[config.mk]
export PLATFORM = sky130hd
export DESIGN_NAME = wb_rr_intercon
export DESIGN_NICKNAME = d
export VERILOG_FILES = /design/src/rtl/wb_rr_intercon.sv
export SDC_FILE = /design/constraint.sdc
export NUM_CORES = 1
export LEC_CHECK = 0
export ABC_AREA = 0
export BUFFER_PORTS_ARGS = -buffer_cell sky130_fd_sc_hd__buf_2
export CORE_AREA = 10 10 260 262
export DETAILED_ROUTE_END_ITERATION = 8
export DIE_AREA = 0 0 270 272
export SETUP_SLACK_MARGIN = 0.3
export SLEW_MARGIN = 20
export SYNTH_ARGS = -nofsm -noshare
export SYNTH_HDL_FRONTEND = slang
export SYNTH_SLANG_ARGS = --single-unit
export TNS_END_PERCENT = 10
[constraint.sdc]
create_clock -name clk -period 4 [get_ports clk]
set_input_delay 1 -clock clk [delete_from_list [all_inputs] [get_ports clk]]
set_output_delay 1 -clock clk [all_outputs]
set_load 0.02 [all_outputs]
[src/rtl/wb_rr_intercon.sv]
// Wishbone shared-bus interconnect: NM masters, NS slaves, round-robin grant
// held for a whole bus cycle, address-decoded slave select (addr[31:28]),
// and a slave-response watchdog that turns a stall into a one-cycle error.
module wb_rr_intercon #(
  parameter int NM = 4,
  parameter int NS = 8,
  parameter int TO = 255
) (
  input  logic              clk,
  input  logic              rst,
  input  logic [NM-1:0]     m_cyc_i,
  input  logic [NM-1:0]     m_stb_i,
  input  logic [NM-1:0]     m_we_i,
  input  logic [4*NM-1:0]   m_sel_i,
  input  logic [32*NM-1:0]  m_addr_i,
  input  logic [32*NM-1:0]  m_data_i,
  output logic [31:0]       m_data_o,
  output logic [NM-1:0]     m_ack_o,
  output logic [NM-1:0]     m_err_o,
  output logic [NS-1:0]     s_cyc_o,
  output logic [NS-1:0]     s_stb_o,
  output logic              s_we_o,
  output logic [3:0]        s_sel_o,
  output logic [31:0]       s_addr_o,
  output logic [31:0]       s_data_o,
  input  logic [32*NS-1:0]  s_data_i,
  input  logic [NS-1:0]     s_ack_i,
  input  logic [NS-1:0]     s_err_i,
  output logic [NM-1:0]     gnt_o
);

  localparam int GW = (NM > 1) ? $clog2(NM) : 1;

  typedef enum logic [1:0] {IDLE, OWN, FAULT} state_t;

  state_t          r_state, w_next;
  logic [GW-1:0]   r_gnt, r_last, w_pick;
  logic [15:0]     r_cnt;
  logic            w_found;
  logic            w_cyc, w_stb, w_we;
  logic [3:0]      w_sel;
  logic [31:0]     w_addr, w_dat;
  logic [3:0]      w_idx;
  logic            w_hit, w_sack, w_serr, w_wait;

  // Round-robin pick: first requester searching upward from last_gnt+1
  always_comb begin
    w_pick  = r_last;
    w_found = 1'b0;
    for (int k = 1; k <= NM; k++)
      for (int m = 0; m < NM; m++)
        if (!w_found && m_cyc_i[m] && (m == (int'(r_last) + k) % NM)) begin
          w_pick  = GW'(m);
          w_found = 1'b1;
        end
  end

  // Granted master's bus signals; everything reads as zero while idle
  always_comb begin
    w_cyc  = 1'b0;
    w_stb  = 1'b0;
    w_we   = 1'b0;
    w_sel  = '0;
    w_addr = '0;
    w_dat  = '0;
    gnt_o  = '0;
    if (r_state != IDLE)
      for (int m = 0; m < NM; m++)
        if (r_gnt == GW'(m)) begin
          w_cyc    = m_cyc_i[m];
          w_stb    = m_stb_i[m];
          w_we     = m_we_i[m];
          w_sel    = m_sel_i[4*m +: 4];
          w_addr   = m_addr_i[32*m +: 32];
          w_dat    = m_data_i[32*m +: 32];
          gnt_o[m] = 1'b1;
        end
  end

  assign s_we_o   = w_we;
  assign s_sel_o  = w_sel;
  assign s_addr_o = w_addr;
  assign s_data_o = w_dat;
  assign w_idx    = w_addr[31:28];

  // Slave decode and return path; only live in OWN, out-of-range index hits nothing
  always_comb begin
    s_cyc_o  = '0;
    s_stb_o  = '0;
    m_data_o = '0;
    w_hit    = 1'b0;
    w_sack   = 1'b0;
    w_serr   = 1'b0;
    if (r_state == OWN)
      for (int s = 0; s < NS; s++)
        if (int'(w_idx) == s) begin
          s_cyc_o[s] = w_cyc;
          s_stb_o[s] = w_stb;
          m_data_o   = s_data_i[32*s +: 32];
          w_sack     = s_ack_i[s];
          w_serr     = s_err_i[s];
          w_hit      = 1'b1;
        end
  end

  // A strobed access still waiting on its slave
  assign w_wait = w_hit && w_stb && !w_sack && !w_serr;

  // Ack/err go only to the granted master; FAULT injects the error pulse
  always_comb begin
    m_ack_o = '0;
    m_err_o = '0;
    if (r_state != IDLE)
      for (int m = 0; m < NM; m++)
        if (r_gnt == GW'(m)) begin
          m_ack_o[m] = w_sack;
          m_err_o[m] = w_serr || (r_state == FAULT);
        end
  end

  // Next-state logic
  always_comb begin
    w_next = r_state;
    case (r_state)
      IDLE:    if (|m_cyc_i) w_next = OWN;
      OWN: begin
        if (!w_cyc)                               w_next = IDLE;
        else if (w_stb && !w_hit)                 w_next = FAULT;
        else if (w_wait && r_cnt == 16'(TO - 1))  w_next = FAULT;
      end
      FAULT:   w_next = w_cyc ? OWN : IDLE;
      default: w_next = IDLE;
    endcase
  end

  // State register
  always_ff @(posedge clk or negedge rst) begin
    if (!rst) r_state <= IDLE;
    else      r_state <= w_next;
  end

  // Grant, fairness pointer and watchdog counter
  always_ff @(posedge clk or negedge rst) begin
    if (!rst) begin
      r_gnt  <= '0;
      r_last <= GW'(NM - 1);
      r_cnt  <= '0;
    end else begin
      case (r_state)
        IDLE: begin
          r_cnt <= '0;
          if (|m_cyc_i) r_gnt <= w_pick;
        end
        OWN: begin
          if (!w_cyc)              r_last <= r_gnt;
          if (w_sack || w_serr)    r_cnt  <= '0;
          else if (w_wait)         r_cnt  <= r_cnt + 16'd1;
        end
        default: begin
          r_cnt <= '0;
          if (!w_cyc) r_last <= r_gnt;
        end
      endcase
    end
  end

endmodule

==> impl_metrics.ini <==
[sta]
whs_ps = 548.2
setup_tns_ps = -1.332
max_freq_mhz = 249.9
rsz0062_at_grt = true
timing.final.ws_setup_ps = -1.332
timing_hold_violations_final = 0
drv_slew = 0
period_minus_slack_ps = 4001
relSlewSlack_pct = 42.80
worst_pin_slew_ps = 858.0
period_share_pct = 100.0
fin_skew_ps = 2.723
setup_viol = 1

[grt]
antenna_found_initial = 28
grt_overflow_total = 0
grt_pass1_vias = 9626
grt_pass1_wl_mm = 74.70
grt_start_max_net_pins = 67
grt_usage_pct = 13.87

[synth]
yosysWarnings = 0
synth.ff_latch_count = 22
async_reset_ff_share_pct = 100.0
synth_ff_type = dfrtp_1
ys_types = 60
synth_edf_count = 0
synth_top_cell_area_share_pct = 39.05
ys_seq_area_share_pct = 9.687
synth_fp_nets = 1224
yosysTopAreaCell = mux4_2
yosys-top-cells-area = mux4_2, nor2_1, dfrtp_1
synthesis.area_sq_um = 5709
postSynthAreaPerCell_sq_um = 8.598
syn_inst = 664

[floorplan]
num_rows = 92
die_h_um = 272
die_w_um = 270
die-area_sq_um = 73440
coreArea_sq_um = 62500
ioPinCount = 687
start_util_pct = 9.134

[worst_setup_path]
worst_setup_path_start_kind = input port
r2r_cells = 13
crit_top_cell = o21ai_4
cp.arrival_ps = 3000
cp.required_ps = 3000
critPathSlowestCell = or4_4
crit_path_end_kind = output port
worst-path-max-fanout = 8
cp_cell_sequence = buf_2 > or3_1 > o21ai_4 > o21ai_4 > or4_4 > o211ai_2 > a21boi_4 > buf_12 > nor2_1 > buf_4
critPathKind = in2out
critPathMaxStageDelay_ps = 520

[clocking]
cts.sinks = 22
cts_root_buffer = clkbuf_16
holdBufCountCts = 0
clk_path_buf_depth = 2
cts_tree = yes
cts_max_level = 1
cts_buffers = 3
clk_latency_ps = 260
clk_pin_slew_ps = 60

[hold_path]
min_path_type = reg2reg
min_path_cells = 2

[drt]
wl_per_cell_um = 24.56
vias = 8803
dr.first_iter.drc_count = 438
post_drt_via_cell_ratio = 3.976
drc = 0
routed_wl_mm = 54.38
firstDrtPassIters = 5
antenna_left = 0

[layout]
nets = 1927
area_delta_synth_final_pct = 103.5
final_cells = 2214
final_core_util_pct = 18.59
layout_common_cells = buf_2, nor2_1, mux4_2
final_common_cell = buf_2
drive_gt1_share_pct = 71.38
final_area_sq_um = 11620

[placement]
pre_cts_slack_ps = -330.1
placed_cell_area_sq_um = 10710
place_congestion = 0.9174
dp.cells = 2196
hpwlAfterDp_mm = 49.66
io_buffer_count = 686

[outcome]
violations = setup timing
status = complete, but fails checks

[pwr]
p_per_area_nw_per_um2 = 811.5
power_mw = 9.428
irDropWorstVdd_mv = 0.3375
p_leak_nw = 5.352

[run]
drv_cap = 0
## layer usage
| layer | part of all wire (%) | GRT usage (%) | up-vias |
|---|---|---|---|
| met5 | 0.29 | 0 | - |
| met4 | 1.7 | 1.833 | 24 |
| met3 | 8.9 | 4.469 | 78 |
| met2 | 51 | 25.68 | 570 |
| met1 | 38 | 15.59 | 4206 |
| li1 | - | - | 3925 |
## critical path, delay by kind of cell
family,cells,cell delay [ps]
AO/OA/AOI/OAI,4,600
buffers and inverters,3,400
AND/OR/NAND/NOR,3,990
## synthesized netlist by cell type, types with 11 or more instances
cell	instances
clkbuf_1	37
buf_2	16
a21oi_1	39
nand3_1	11
and2_1	66
nor3_1	18
o221ai_1	32
dfrtp_1	20
o21ai_0	34
nor2_1	139
nand2_1	53
mux4_2	99
## registers in the layout, summed over array words and instances, names as in the netlist
register	count
r_last	2
r_gnt	2
r_cnt	16
r_state	2
## report_power, final
| group | switching (mW) | leakage [nW] | internal (mW) |
|---|---|---|---|
| Sequential | 0.0751 | 0.290 | 0.273 |
| Clock | 0.0820 | 0.0442 | 0.153 |
| Combinational | 5.10 | 5.02 | 3.74 |
## final timing paths
check                             startpoint         end  slack (ps)
worst min-delay path                r_cnt[7]    r_cnt[7]         550
max in group asynchronous                rst    r_gnt[1]        2910
min in group asynchronous                rst    r_cnt[0]         710
worst max register to register    r_state[1]   r_cnt[15]        1020
worst max-delay path            m_addr_i[31]  m_err_o[1]          -1
worst min register to register      r_cnt[7]    r_cnt[7]         550
## cell families after synthesis
logic type | count (synthesis) | synth area share [%]
AND/OR/NAND/NOR | 312 | 25.64
flip-flops | 22 | 9.687
AO/OA/AOI/OAI | 131 | 15.10
multiplexers | 108 | 41.27
adder cells (fa/ha/maj) | 2 | 0.4382
XOR/XNOR | 15 | 2.301
buffers and inverters | 74 | 5.566
## layout make-up
type / count / area, sq um
flip-flops and latches: 22 / 560.5
repair buffers: 760 / 4476
clock buffers: 4 / 88.84
well taps: 846 / 1059
fillers: 7133 / 50890
inverters: 12 / 55.05
multi-input cells: 568 / 5374
diodes: 2 / 5.005
## what timing repair did
| action | CTS | global route |
|---|---|---|
| resized for setup | 171 | 23 |
| pin swaps | 51 | 10 |
| endpoints found under the hold margin | 0 | 0 |
| endpoints found under the setup margin | 54 | 56 |
| buffers inserted | 5 | 7 |
| gates cloned | 0 | 0 |
Note: power is estimated with default switching activity, not from simulation.
